--- config.mk ---
export PLATFORM = sky130hd
export DESIGN_NAME = seven_seg_capture
export DESIGN_NICKNAME = d
export VERILOG_FILES = /design/src/rtl/seven_seg_pkg.sv /design/src/rtl/seven_seg_decode.sv /design/src/rtl/seven_seg_capture.sv
export SDC_FILE = /design/constraint.sdc
export NUM_CORES = 1
export LEC_CHECK = 0
export ABC_CLOCK_PERIOD_IN_PS = 2900
export BUFFER_PORTS_ARGS = -buffer_cell sky130_fd_sc_hd__buf_2
export CAP_MARGIN = 20
export CORE_UTILIZATION = 35
export CTS_BUF_LIST = sky130_fd_sc_hd__clkbuf_8 sky130_fd_sc_hd__clkbuf_16
export DETAILED_ROUTE_END_ITERATION = 10
export HOLD_SLACK_MARGIN = 0.03
export PLACE_DENSITY = 0.54
export SLEW_MARGIN = 40
export SYNTH_ARGS = -nofsm -noshare
export SYNTH_HDL_FRONTEND = slang
export SYNTH_SLANG_ARGS = --single-unit
--- constraint.sdc ---
create_clock -name clk -period 2.9 [get_ports clk]
set_input_delay 0.87 -clock clk [delete_from_list [all_inputs] [get_ports clk]]
set_output_delay 0.87 -clock clk [all_outputs]
set_load 0.03 [all_outputs]
--- src/rtl/seven_seg_pkg.sv ---
// Shared seven-segment definitions: active-low glyph table, capture FSM states
// and the pattern-to-nibble decode used by both the display driver and the capture.
package seven_seg_pkg;

  localparam logic [6:0] SEG_BLANK = 7'h7F;

  // Active-low glyphs, bit order {g,f,e,d,c,b,a}
  localparam logic [6:0] GLYPH_0 = 7'h40;
  localparam logic [6:0] GLYPH_1 = 7'h79;
  localparam logic [6:0] GLYPH_2 = 7'h24;
  localparam logic [6:0] GLYPH_3 = 7'h30;
  localparam logic [6:0] GLYPH_4 = 7'h19;
  localparam logic [6:0] GLYPH_5 = 7'h12;
  localparam logic [6:0] GLYPH_6 = 7'h02;
  localparam logic [6:0] GLYPH_7 = 7'h78;
  localparam logic [6:0] GLYPH_8 = 7'h00;
  localparam logic [6:0] GLYPH_9 = 7'h10;
  localparam logic [6:0] GLYPH_A = 7'h08;
  localparam logic [6:0] GLYPH_B = 7'h03;
  localparam logic [6:0] GLYPH_C = 7'h46;
  localparam logic [6:0] GLYPH_D = 7'h21;
  localparam logic [6:0] GLYPH_E = 7'h06;
  localparam logic [6:0] GLYPH_F = 7'h0E;

  typedef enum logic {
    COLLECT  = 1'b0,
    COMPLETE = 1'b1
  } cap_state_t;

  typedef struct packed {
    logic       valid;
    logic       blank;
    logic [3:0] nibble;
  } seg_dec_t;

  // Blank decodes as a valid digit with nibble 0; anything off-table is invalid.
  function automatic seg_dec_t seg_to_hex(input logic [6:0] seg);
    seg_dec_t d;
    d.valid  = 1'b1;
    d.blank  = 1'b0;
    d.nibble = 4'h0;
    case (seg)
      GLYPH_0:   d.nibble = 4'h0;
      GLYPH_1:   d.nibble = 4'h1;
      GLYPH_2:   d.nibble = 4'h2;
      GLYPH_3:   d.nibble = 4'h3;
      GLYPH_4:   d.nibble = 4'h4;
      GLYPH_5:   d.nibble = 4'h5;
      GLYPH_6:   d.nibble = 4'h6;
      GLYPH_7:   d.nibble = 4'h7;
      GLYPH_8:   d.nibble = 4'h8;
      GLYPH_9:   d.nibble = 4'h9;
      GLYPH_A:   d.nibble = 4'hA;
      GLYPH_B:   d.nibble = 4'hB;
      GLYPH_C:   d.nibble = 4'hC;
      GLYPH_D:   d.nibble = 4'hD;
      GLYPH_E:   d.nibble = 4'hE;
      GLYPH_F:   d.nibble = 4'hF;
      SEG_BLANK: d.blank  = 1'b1;
      default:   d.valid  = 1'b0;
    endcase
    return d;
  endfunction

endpackage

--- src/rtl/seven_seg_decode.sv ---
// Combinational segment-pattern decoder: seg -> {valid, blank, nibble}.
module seven_seg_decode
  import seven_seg_pkg::*;
(
  input  logic [6:0] seg,
  output seg_dec_t   dec
);

  assign dec = seg_to_hex(seg);

endmodule

--- src/rtl/seven_seg_capture.sv ---
// Capture side of the multiplexed seven-segment interface: waits for each
// anode dwell to settle, decodes the digit, and publishes complete 4-digit frames.
module seven_seg_capture
  import seven_seg_pkg::*;
#(
  parameter int SETTLE_CYCLES = 4,
  parameter int FRAME_CNT_W   = 8
) (
  input  logic                   clk,
  input  logic                   reset,
  input  logic                   CA,
  input  logic                   CB,
  input  logic                   CC,
  input  logic                   CD,
  input  logic                   CE,
  input  logic                   CF,
  input  logic                   CG,
  input  logic                   DP,
  input  logic                   AN1,
  input  logic                   AN2,
  input  logic                   AN3,
  input  logic                   AN4,
  output logic [15:0]            captured_value,
  output logic [3:0]             blank_mask,
  output logic [3:0]             dp_mask,
  output logic                   frame_valid,
  output logic                   decode_error,
  output logic                   anode_error,
  output logic [FRAME_CNT_W-1:0] frame_count
);

  localparam logic [7:0] SETTLE = 8'(SETTLE_CYCLES);

  // sample layout: [11:8] anodes AN4..AN1, [7] DP, [6:0] {CG..CA}
  logic [11:0] pins;
  logic [11:0] sample_p0;
  logic [11:0] sample_p1;

  logic [7:0]  cnt;
  logic [7:0]  cnt_nxt;
  logic        taken;
  logic        taken_nxt;
  logic        changed;
  logic        accept;

  logic [3:0]  an_low;
  logic [1:0]  idx;
  logic        one_hot;
  logic        multi;
  logic        dp_lit;
  seg_dec_t    dec;

  logic [15:0] shadow_val;
  logic [3:0]  shadow_blank;
  logic [3:0]  shadow_dp;
  logic [3:0]  accept_mask;
  logic [15:0] shadow_val_nxt;
  logic [3:0]  shadow_blank_nxt;
  logic [3:0]  shadow_dp_nxt;
  logic [3:0]  accept_mask_nxt;
  logic        digit_ok;
  logic        frame_done;

  cap_state_t  state;
  cap_state_t  state_nxt;

  assign pins = {AN4, AN3, AN2, AN1, DP, CG, CF, CE, CD, CC, CB, CA};

  // ---- stage p0: register the pins; stage p1: previous sample for change detect
  // Input register pair used for stability comparison.
  always_ff @(posedge clk or negedge reset) begin
    if (!reset) begin
      sample_p0 <= '0;
      sample_p1 <= '0;
    end else begin
      sample_p0 <= pins;
      sample_p1 <= sample_p0;
    end
  end

  // Stability counter; a count of 0 means no change seen since reset, so the
  // cleared sample register is never mistaken for a settled digit.
  always_comb begin
    changed = (sample_p0 != sample_p1);
    if (changed)               cnt_nxt = 8'd1;
    else if (cnt == 8'd0)      cnt_nxt = 8'd0;
    else if (cnt >= SETTLE)    cnt_nxt = SETTLE;
    else                       cnt_nxt = cnt + 8'd1;
    accept    = (cnt_nxt == SETTLE) && (changed || !taken);
    taken_nxt = (taken && !changed) || accept;
  end

  // Anode classification of the current sample.
  always_comb begin
    an_low  = ~sample_p0[11:8];
    dp_lit  = ~sample_p0[7];
    idx     = 2'd0;
    one_hot = 1'b1;
    case (an_low)
      4'b0001: idx = 2'd0;
      4'b0010: idx = 2'd1;
      4'b0100: idx = 2'd2;
      4'b1000: idx = 2'd3;
      default: one_hot = 1'b0;
    endcase
    multi = (an_low != 4'b0000) && !one_hot;
  end

  seven_seg_decode u_decode (
    .seg (sample_p0[6:0]),
    .dec (dec)
  );

  // Shadow update and frame-completion detection for an accepted digit.
  always_comb begin
    digit_ok         = accept && one_hot && dec.valid;
    shadow_val_nxt   = shadow_val;
    shadow_blank_nxt = shadow_blank;
    shadow_dp_nxt    = shadow_dp;
    accept_mask_nxt  = accept_mask;
    if (digit_ok) begin
      shadow_val_nxt[{idx, 2'b00} +: 4] = dec.nibble;
      shadow_blank_nxt[idx]             = dec.blank;
      shadow_dp_nxt[idx]                = dp_lit;
      accept_mask_nxt[idx]              = 1'b1;
    end
    frame_done = digit_ok && (accept_mask_nxt == 4'hF);
    if (frame_done) accept_mask_nxt = 4'h0;
  end

  // Next-state logic: COMPLETE lasts exactly the cycle after the final acceptance.
  always_comb begin
    state_nxt = COLLECT;
    if (frame_done) state_nxt = COMPLETE;
  end

  // ---- stage p1 -> state: control, shadow and output registers
  // FSM state register.
  always_ff @(posedge clk or negedge reset) begin
    if (!reset) state <= COLLECT;
    else        state <= state_nxt;
  end

  assign frame_valid = (state == COMPLETE);

  // Stability tracking, shadow accumulation and error pulses.
  always_ff @(posedge clk or negedge reset) begin
    if (!reset) begin
      cnt          <= 8'd0;
      taken        <= 1'b0;
      shadow_val   <= '0;
      shadow_blank <= '0;
      shadow_dp    <= '0;
      accept_mask  <= '0;
      decode_error <= 1'b0;
      anode_error  <= 1'b0;
    end else begin
      cnt          <= cnt_nxt;
      taken        <= taken_nxt;
      shadow_val   <= shadow_val_nxt;
      shadow_blank <= shadow_blank_nxt;
      shadow_dp    <= shadow_dp_nxt;
      accept_mask  <= accept_mask_nxt;
      decode_error <= accept && one_hot && !dec.valid;
      anode_error  <= accept && multi;
    end
  end

  // Published frame: loads the shadow (including the final digit) on completion.
  always_ff @(posedge clk or negedge reset) begin
    if (!reset) begin
      captured_value <= '0;
      blank_mask     <= '0;
      dp_mask        <= '0;
      frame_count    <= '0;
    end else if (frame_done) begin
      captured_value <= shadow_val_nxt;
      blank_mask     <= shadow_blank_nxt;
      dp_mask        <= shadow_dp_nxt;
      frame_count    <= frame_count + 1'b1;
    end
  end

endmodule

==> out/metrics.csv <==
metric,value,unit
status,"finished, final reports clean",
io_pins,49,
syn_inst,372,
crit_arrival,2.84,ns
hold_viol_final,0,
multi_input_area,0.00190,mm^2
worstSetupPathType,reg -> reg,
clk_latency,0.35,ns
netlist_area,0.00449,mm^2
layout-drive-gt1-share,26.8,%
dr_total_vias,2952,
post-route-min-period,2.62,ns
numCtsBuffers,9,
ant_nets,0,
n_antenna_cell,0,
root_buffer,clkbuf_16,
finalMaxSlewViolations,0,
grtUsageMet2,22.2,%
antenna_found_initial,0,
worstHoldPathType,in -> async,
fmax,382,MHz
yosysUniqueCellTypes,53,
clock-sinks,96,
startpoint_type,register,
use_met3,2.79,%
async_reset_ff_share,100,%
yosysWarnings,0,
hold_buffers,0,
h-tree-depth,3,
critPathMaxFanout,31,
drc,0,
whs,0.463,ns
worst_pin_slew,0.595,ns
die_area,0.0133,mm^2
grt_overflow,0,
post_cts_buffers,0,
grt_max_degree,52,
grt_pass1_wl,14.7,mm
tns,0,ns
avgSynthCellArea,12.1,um^2
drt_first_pass_iters,4,
fillCellCount,1186,
use_met1,20.5,%
cp_data_required_time,3.13,ns
vias_per_cell,4.82,
seq_area_frac_synth,53.5,%
layout_commonest_cell,dfrtp_1,
wl_per_cell,14.4,um
cap_viol_max_count,0,
power_density,521,mW/mm^2
final-seq-area,0.00240,mm^2
port_buffers,48,
wl,8.83,mm
rsz0062_at_grt,no,
cts.path.max_buffers,2,
layout_common_cells,"dfrtp_1 (96), buf_2 (47), mux2_1 (29)",
p_leak,0.00260,uW
setup_viol,0,
row_count,41,
die_x,115,um
cts_tree,done,
cts_resized,0,
grt_pass1_vias,2863,
vdd_drop_max,0.214,mV
endpoint_kind,register,
grt_use_total,14.8,%
start_util,35.7,%
drtIter0Drc,138,
maxSlewHeadroom,59.3,%
synth_ff_type,dfrtp_1,
synth_edf_count,0,
area_delta_synth_final,18.3,%
coreArea,0.0126,mm^2
grt.busiest_layer,met2,
synth_seq_cells,96,
gp_congestion,0.861,
die_h,115,um
hpwl,6.34,mm
fin_crit_sh,90.3,%
finalNetCount,460,
skew,0.00905,ns
clk_pin_slew_worst_paths,0.07,ns
==> synthesized netlist by cell type, drive strengths merged, types with 2 or more instances <==
cell type	instances	share of area, %
a31oi	2	0.28
dfrtp	96	54
o21a	2	0.33
nand3	20	3.2
or3	2	0.28
xnor2	16	3.1
nor3	13	1.8
and3	5	0.70
nor2b	5	0.70
nand4bb	2	0.50
clkbuf	3	0.25
nand2	10	0.84
nor2	26	2.2
buf	12	2.1
nand4	8	1.3
o21ai	5	0.56
inv	26	2.2
a21oi	6	0.67
mux2	53	13
ha	10	2.8
o22ai	14	2.0
mux2i	9	2.0
xor2	7	1.4
==> report_power, final <==
| group | switching (uW) | internal [uW] | total [uW] |
|---|---|---|---|
| combinational | 95.3 | 62.2 | 157 |
| sequential | 31.1 | 1360 | 1390 |
| clock | 522 | 695 | 1220 |
| total | 649 | 2120 | 2760 |
==> kinds of logic after synthesis <==
kind of cell / count (synthesis) / synth area share, %
mux: 62 / 15.3
simple gates: 100 / 13.3
flops: 96 / 53.5
xor+xnor: 23 / 4.49
other cells: 1 / 0.0836
compound gates: 38 / 5.80
fa+ha+maj: 11 / 3.01
buf+inv: 41 / 4.49
==> sequential cells by signal, summed over array words and instances (netlist names), 4 cells and up <==
register,flops
sample_p1,12
shadow_val,16
accept_mask,4
shadow_dp,4
captured_value,16
sample_p0,12
blank_mask,4
frame_count,8
shadow_blank,4
dp_mask,4
cnt,8
==> metrics by stage <==
stage	utilization [%]	cells	setup slack [ns]	cell area, um^2	total power (uW)
after CTS	42.2	613	0.263	5310	2800
after floorplan	-	376	0.321	4500	1500
final	42.2	613	0.282	5310	2760
after detailed placement	39.8	597	0.272	5000	1580
after global routing	42.2	613	0.0572	5310	2870
after global placement	39.8	597	0.311	5000	1570
==> worst paths after layout <==
check | from | endpoint | slack, ns | depth (start not counted)
hold reg to reg | frame_count[7] | frame_count[7] | 0.47 | 1
setup reg to reg | sample_p0[1] | captured_value[3] | 0.28 | 7
hold / removal | reset | shadow_val[10] | 0.46 | 1
setup / recovery | sample_p0[1] | captured_value[3] | 0.28 | 7
min in group clk | frame_count[7] | frame_count[7] | 0.47 | 1
max in group asynchronous | reset | sample_p0[5] | 1.81 | 2
==> worst max-delay path, stage by stage (launching register included) <==
cell and delay (ns):
dfrtp_1 0.64, or3b_1 0.45, o32ai_2 0.26, a41o_1 0.22
nor4_4 0.10, nor3_4 0.23, buf_12 0.23, mux2_1 0.35
==> layout make-up <==
type | count | area share (%)
multi-input combinational | 239 | 35.8
clock buffer | 10 | 4.50
inverter | 26 | 1.84
sequential | 96 | 45.3
timing repair buffer | 64 | 7.31
tap | 172 | 4.05
clock inverter | 6 | 1.27
==> metal layers <==
layer / vias to the layer above / part of all wire [%] / routed length, um
met4: 0 / 2.1 / 183
li1: 1431 / - / -
met3: 13 / 2.8 / 245
met1: 1450 / 49 / 4310
met5: - / 0 / 0
met2: 58 / 46 / 4090
Power figures use the tool's default switching activity.
